==> config.mk <==
export PLATFORM = sky130hd
export DESIGN_NAME = f6_fc
export DESIGN_NICKNAME = d
export VERILOG_FILES = /design/src/rtl/f6_fc.sv
export SDC_FILE = /design/constraint.sdc
export NUM_CORES = 1
export LEC_CHECK = 0
export ABC_CLOCK_PERIOD_IN_PS = 21200
export CAP_MARGIN = 20
export CORE_ASPECT_RATIO = 1.5
export CORE_UTILIZATION = 55
export DETAILED_ROUTE_END_ITERATION = 6
export GPL_ROUTABILITY_DRIVEN = 0
export PLACE_DENSITY_LB_ADDON = 0.15
export SLEW_MARGIN = 20
export SYNTH_ARGS = -nofsm -noshare
export SYNTH_HDL_FRONTEND = slang
export SYNTH_SLANG_ARGS = --single-unit
==> constraint.sdc <==
create_clock -name clk -period 21.2 [get_ports clk]
set_input_delay 6.36 -clock clk [delete_from_list [all_inputs] [get_ports clk]]
set_output_delay 6.36 -clock clk [all_outputs]
set_load 0.02 [all_outputs]
==> src/rtl/f6_fc.sv <==
// f6_fc: fully-connected F6 layer engine. One MAC per cycle: streams the
// N_IN F5 activations against the F6 weight ROM for each of N_OUT neurons,
// adds the neuron bias, saturates to Q8.8, applies ReLU and writes the result.
module f6_fc #(
    parameter int N_IN   = 120,
    parameter int N_OUT  = 84,
    parameter int RD_LAT = 3,
    parameter int ACC_W  = 40
) (
    input  logic               clk,
    input  logic               rst,
    input  logic               start,
    output logic [4:0]         f5_raddr,
    output logic [3:0]         f5_sel,
    input  logic signed [15:0] f5_rdata,
    output logic [13:0]        w_addr,
    input  logic signed [15:0] w_data,
    output logic [6:0]         b_addr,
    input  logic signed [15:0] b_data,
    output logic [6:0]         f6_waddr,
    output logic [15:0]        f6_wdata,
    output logic               f6_wr_en,
    output logic               busy,
    output logic               done
);

    localparam logic [1:0] S_IDLE  = 2'd0;
    localparam logic [1:0] S_ISSUE = 2'd1;
    localparam logic [1:0] S_DRAIN = 2'd2;
    localparam logic [1:0] S_WRITE = 2'd3;

    localparam int CNT_W = $clog2(RD_LAT + 1);

    localparam logic signed [ACC_W-1:0] SAT_MAX = ACC_W'(32767);
    localparam logic signed [ACC_W-1:0] SAT_MIN = ACC_W'(-32768);

    logic [1:0]              state;
    logic [6:0]              i_cnt;
    logic [6:0]              j_cnt;
    logic [13:0]             w_cnt;
    logic [CNT_W-1:0]        drain_cnt;
    logic [RD_LAT-1:0]       vld_p;
    logic signed [ACC_W-1:0] acc;
    logic signed [15:0]      bias;
    logic signed [31:0]      prod;
    logic signed [ACC_W-1:0] pre_sat;

    // Clamp a wide signed value to the Q8.8 range.
    function automatic logic signed [15:0] sat16(input logic signed [ACC_W-1:0] v);
        if (v > SAT_MAX)      return 16'sh7FFF;
        else if (v < SAT_MIN) return 16'sh8000;
        else                  return v[15:0];
    endfunction

    // Negative results become zero.
    function automatic logic [15:0] relu(input logic signed [15:0] v);
        return v[15] ? 16'h0000 : v;
    endfunction

    assign prod    = f5_rdata * w_data;
    assign pre_sat = (acc >>> 8) + ACC_W'(bias);

    // Sequencer, read-tag pipeline, accumulator and bias capture.
    always_ff @(posedge clk) begin
        if (rst) begin
            state     <= S_IDLE;
            i_cnt     <= '0;
            j_cnt     <= '0;
            w_cnt     <= '0;
            drain_cnt <= '0;
            vld_p     <= '0;
            acc       <= '0;
            bias      <= '0;
            done      <= 1'b0;
        end else begin
            done  <= 1'b0;
            // Tags shadow the issued reads; the oldest one marks returning data.
            vld_p <= (vld_p << 1) | RD_LAT'(state == S_ISSUE);
            if (vld_p[RD_LAT-1])
                acc <= acc + {{(ACC_W-32){prod[31]}}, prod};

            case (state)
                S_IDLE: begin
                    if (start) begin
                        state <= S_ISSUE;
                        i_cnt <= '0;
                        j_cnt <= '0;
                        w_cnt <= '0;
                        acc   <= '0;
                    end
                end
                S_ISSUE: begin
                    // w_cnt keeps running so it lands on the next neuron's base.
                    i_cnt <= i_cnt + 7'd1;
                    w_cnt <= w_cnt + 14'd1;
                    if (i_cnt == 7'(RD_LAT))
                        bias <= b_data;
                    if (i_cnt == 7'(N_IN - 1)) begin
                        state     <= S_DRAIN;
                        drain_cnt <= '0;
                    end
                end
                S_DRAIN: begin
                    drain_cnt <= drain_cnt + CNT_W'(1);
                    if (drain_cnt == CNT_W'(RD_LAT - 1))
                        state <= S_WRITE;
                end
                default: begin
                    acc   <= '0;
                    i_cnt <= '0;
                    if (j_cnt == 7'(N_OUT - 1)) begin
                        state <= S_IDLE;
                        j_cnt <= '0;
                        w_cnt <= '0;
                        done  <= 1'b1;
                    end else begin
                        state <= S_ISSUE;
                        j_cnt <= j_cnt + 7'd1;
                    end
                end
            endcase
        end
    end

    // Read addresses come straight from the counter registers.
    always_comb begin
        f5_raddr = {2'b00, i_cnt[6:4]};
        f5_sel   = i_cnt[3:0];
        w_addr   = w_cnt;
        b_addr   = j_cnt;
        busy     = (state != S_IDLE);
        f6_wr_en = (state == S_WRITE);
        f6_waddr = (state == S_WRITE) ? j_cnt : 7'd0;
        f6_wdata = (state == S_WRITE) ? relu(sat16(pre_sat)) : 16'h0000;
    end

endmodule

# Word level (Yosys, flattened, before mapping)
# Index checks and enable logic that the tools add are counted.
dict set report classes {
  n_mul 1
  n_reduce_logical 12
  n_eq_ne 10
  n_bitwise 3
  n_addsub 6
  n_lt_le_gt_ge 2
  mux 23
}
# operator n
set ops {}
lappend ops {{$mux W40} 2}
lappend ops {{$pmux W40 S2} 1}
lappend ops {{$pmux W14 S3} 1}
lappend ops {{$add A40 B40 Y40} 1}
lappend ops {{$add A32 B16 Y33} 1}
lappend ops {{$gt A33 B16 Y1 const B} 1}
lappend ops {{$lt A33 B16 Y1 const B} 1}
lappend ops {{$mul A16 B16 Y32} 1}
lappend ops {{$mux W16} 2}
lappend ops {{$mux W15} 2}
lappend ops {{$mux W14} 2}
lappend ops {{$mux W7} 3}
lappend ops {{$pmux W7 S3} 1}
lappend ops {{$add A14 B1 Y14 const B} 1}
lappend ops {{$add A7 B1 Y7 const B} 2}
lappend ops {{$eq A7 B7 Y1 const B} 2}
lappend ops {{$pmux W7 S2} 1}
lappend ops {{$mux W2} 4}
lappend ops {{$reduce_and A2 Y1} 4}
lappend ops {{$eq A7 B2 Y1 const B} 1}
lappend ops {{$eq A2 B2 Y1 const B} 3}
lappend ops {{$pmux W2 S3} 1}
lappend ops {{$reduce_and A3 Y1} 2}
lappend ops {{$ne A2 B2 Y1 const B} 2}
lappend ops {{other kinds (12)} 15}
dict set report totals {
  inputBits 51
  wordCells 66
  reg_bits 92
  output_inout_bits 56
}

# Longest topological paths before layout
dict set report logic_depth {
  word_depth 6
  ltp_mapped 36
  ltp_nobuf 35
}

# Least setup slack after synthesis
# OpenSTA, ideal clock, no wires.
dict set report synth_path {
  path_type {input to register}
  start {input port w_data[1]}
  end {register acc[39]}
  stages 33
  setup_slack_ns 7.024
  arrival_time_ns 14.105
  required_ns 21.128
  path_buffers 1
  setup_ns 0.072
  path_cell_list {clkbuf_1 > nand2_1 > inv_1 > fa_1 > inv_1 > fa_1 > inv_1 > fa_1 > fa_1 > fa_1 > inv_1 > fa_1 > inv_1 > ha_1 > a22o_1 > o31a_1 > a21o_1 > o2111a_1 > nand3b_1 > a31o_2 > a21oi_1 > xnor2_1 > ha_1 > a21o_1 > a21o_1 > a21o_1 > a21o_1 > a21o_1 > nor4_1 > a221oi_1 > or3_1 > a21oi_1 > mux2i_1}
}
dict set report synth_between {
  elab_chain_cells 5
}
# element line
set synth_lines {}
lappend synth_lines {{from (decl)} 17} ;# input logic signed [15:0] w_data,
lappend synth_lines {{$mul A16 B16 Y32 (*)} 60} ;# assign prod = f5_rdata * w_data;
lappend synth_lines {{$add A40 B40 Y40 (*)} 80} ;# acc <= acc + {{(ACC_W-32){prod[31]}}, prod};
lappend synth_lines {{$mux W40 (*)} 79} ;# if (vld_p[RD_LAT-1])
lappend synth_lines {{$mux W40} 84} ;# if (start) begin
lappend synth_lines {{$pmux W40 S2 (*)} 82} ;# case (state)
lappend synth_lines {{to (signal assigned)} 80}
lappend synth_lines {{to (decl)} 43} ;# logic signed [ACC_W-1:0] acc;
# Mark *: on every way between the ends. The rest lies on a longest branch, timed or not.
# A chain may end at the register's enable or synchronous reset.

# Worst setup path in the final report
dict set report layout_path {
  start {input port f5_rdata[15]}
  end {register acc[39]}
}
dict set report layout_between {
  elab_chain_cells 5
}
# element line
set layout_lines {}
lappend layout_lines {{from (decl)} 15} ;# input logic signed [15:0] f5_rdata,
lappend layout_lines {{$mul A16 B16 Y32 (*)} 60}
lappend layout_lines {{$add A40 B40 Y40 (*)} 80}
lappend layout_lines {{$mux W40 (*)} 79}
lappend layout_lines {{$mux W40} 84}
lappend layout_lines {{$pmux W40 S2 (*)} 82}
# Marks and branches as above.

==> key figures <==
Run status
  – Status: finished clean

Global route
  – First-pass GRT wire length: 71800 um
  – GR met1 Demand/Resource: 31.5%
  – GRT overflow: 0
  – Met2 global-route usage: 50.1%
  – GR Util met3: 2.56%
  – Overall Global Routing Usage: 27.1%
  – Initial antenna violation count: 0
  – Via count of the first global-routing pass: 15122
  – Largest net degree at the start of global routing: 38
  – GRT busiest layer: met2

Logic synthesis
  – Syn avg cell area: 8.38 um2
  – #FFs+latches synth: 92
  – Sequential fraction of the synthesis area: 10.5%
  – Top-count cell post-synth: inv_1
  – Synth top area cells: fa_1 30%, ha_1 12%, dfxtp_1 10%, inv_1 7.5%, nand2_1 5.0%
  – Distinct cells, synth: 71
  – Synth Warn #: 0
  – Number of flops mapped to enable cells by yosys: 0
  – Synth Instances: between 2000 and 2500
  – Syn Std Cell Area: about 18000 um2
  – Synth top cells by count: 351 x inv_1, 264 x fa_1, 236 x nand2_1
  – Ys async rst share: 0%
  – Most used DFF post-synth: dfxtp_1
  – Synth top area share: 30.1%
  – Synth area leader: fa_1

Worst setup path
  – CP peak stage delay: roughly 0.8 ns
  – WP data arrival: between 15 and 20 ns
  – Flop2flop setup slack: 17.47 ns
  – WP buf/inv: 6
  – FF-to-FF End: acc[32]$_SDFF_PP0_
  – FF-to-FF Start: acc[0]$_SDFF_PP0_
  – CP Class: primary input to flip-flop
  – CP max FO: 16
  – CP Launch Type: primary input
  – CP delay by family, top: adder cells
  – Most common cell on crit path: fa_1
  – Critical Path Sink Type: flip-flop
  – Required @ worst endpoint: 21.50 ns
  – Reg2Reg Depth: 13
  – Crit-path slowest cell: clkdlybuf4s50_1

CTS
  – H-tree Lvls: 3
  – Cts hold-fix bufs: 0
  – Skew-Pair Late Insertion Delay: 0.37 ns
  – Clock buffer depth: 2
  – TritonCTS Buffers: 9
  – Clock tree sinks: 92
  – Post-CTS sizing: 0
  – Worst-path clk slew: 0.07 ns
  – CTS tree: built
  – CTS root buffer: clkbuf_16
  – Post CTS Setup Buffer Count: 0

Die
  – FP Rows: between 70 and 80
  – Core Region: 31200 um2
  – Die area: around 33000 um2
  – Top Ports: 107
  – Starting Density: between 50 and 60%
  – Die Span Y: 221 um
  – Die extent in x: 148 um

Hold path
  – Hold Path Sink: vld_p[2]$_SDFF_PP0_
  – Hold Crit Depth: 1
  – Worst hold-check path type: flip-flop to flip-flop
  – Hold_sp: vld_p[1]$_SDFF_PP0_

Detailed routing
  – Wire per inst: roughly 16 um
  – Routed WL: roughly 42000 um
  – DR vias: about 14000
  – Pre-Repair DR Iteration Count: 5
  – DR iter-0 viols: 513
  – Antenna Nets Post-Route: 0
  – Residual DRC: 0
  – Vias per cell: 5.56

Placed design
  – Placed cells: 2544
  – HPWL after detailed placement: 34900 um
  – Placed Area: about 19000 um2
  – IO Port Bufs: between 100 and 150

STA
  – Clock skew: 0.00618 ns
  – Period minus WS final: 15.38 ns
  – RSZ-0062 raised after global routing: false
  – Fmax: between 0.06 and 0.07 GHz
  – Crit share post-route: 72.6%
  – Worst Tran Pin Value: 1.06 ns
  – Final hold viol count: 0
  – Final setup fails: 0
  – Final Max Slew Viols: 0
  – Slew headroom: 29.7%
  – TNS Setup: 0 ns

Run
  – MaxCap Viol Count: 0

Finish
  – Antenna Cells: 0
  – Layout cells sized above 1: 2.27%
  – Design area: 19200 um2
  – Filler cells: 2820
  – P&R area growth vs syn: 9.16%
  – Final net count: 2628
  – Post-Layout Cell Count: 2560
[state kept, by name, indices dropped and copies added, names as in the netlist]
register and count:
state 2, done 1, w_addr 14, drain_cnt 2, vld_p 3, acc 40, bias 16, i_cnt 7
b_addr 7
[metal layers]
| metal | vias up | part of all wire, % |
|---|---|---|
| li1 | 6887 | - |
| met1 | 6918 | 40 |
| met2 | 345 | 52 |
| met3 | 95 | 4.1 |
| met4 | 0 | 3.8 |
| met5 | - | 0 |
[cell families (layout without fill, tap and decap cells)]
group | after synthesis | count (layout) | synth area share (%)
buffers and inverters | 421 | 475 | 9.10
XOR/XNOR | 101 | 101 | 5.03
AND/OR/NAND/NOR | 667 | 667 | 18.3
adder cells (fa/ha/maj) | 427 | 427 | 41.7
flip-flops | 92 | 92 | 10.5
multiplexers | 34 | 34 | 1.96
AO/OA/AOI/OAI | 356 | 356 | 13.4
other | 1 | 3 | 0.0213
[metrics by stage]
step	setup WS, ns	utilization (%)	hold WS (ns)
after CTS	5.87	61.4	0.445
after global placement	5.62	60.5	0.423
after global routing	5.26	61.5	0.468
after detailed placement	5.51	60.5	0.434
after floorplan	7.02	-	0.414
final	5.82	61.5	0.444
[layout by cell type (no fill, tap or decap), types with 11 or more instances in the layout]
cell type and instances:
o21ai_0 56, clkdlybuf4s50_1 103, and2_1 136, xnor2_1 59, a31oi_1 11, nand2_1 236, or3_1 11, nand4_1 21
nor2_1 135, nor3_1 20, fa_1 264, a41oi_1 15, a211oi_1 14, nand2b_1 15, nand3_1 37, xor2_1 41
mux2i_1 31, nor2b_1 17, inv_1 351, and3_1 11, a21o_1 41, a21oi_1 115, o21a_1 16, ha_1 163
dfxtp_1 91
[worst reg2reg max path, stage by stage, from the launching register on]
cell and delay, ns:
dfxtp_1 0.34, ha_1 0.20, inv_1 0.07, fa_1 0.39, nor2b_1 0.20, o31a_1 0.20, nor4_1 0.06, o21bai_1 0.41
a211o_1 0.29, a41oi_2 0.23, o31ai_1 0.58, a31oi_1 0.20, or4_1 0.43, nand3_1 0.08
[worst max path at each step]
stage	from	to	slack, ns	depth (start not counted)
floorplan	w_data[1]	acc[39]$_SDFF_PP0_	7.02	33
global route	f5_rdata[15]	acc[39]$_SDFF_PP0_	5.26	32
global placement	f5_rdata[15]	acc[39]$_SDFF_PP0_	5.62	32
CTS	f5_rdata[15]	acc[39]$_SDFF_PP0_	5.87	32
detailed placement	f5_rdata[15]	acc[39]$_SDFF_PP0_	5.51	32
finish	f5_rdata[15]	acc[39]$_SDFF_PP0_	5.82	32
[layout make-up]
type / count / area [um2] / area share, %
Tap cell: 405 / 507 / 2.64
Sequential cell: 92 / 1840 / 9.60
Timing Repair Buffer: 108 / 1070 / 5.57
Clock buffer: 10 / 239 / 1.24
Multi-Input combinational cell: 1588 / 14200 / 73.8
Inverter: 351 / 1320 / 6.86
Clock inverter: 6 / 63.8 / 0.332
Power is not shown: default switching activity piles up to over one toggle a cycle in this logic, so the estimate is an artifact.
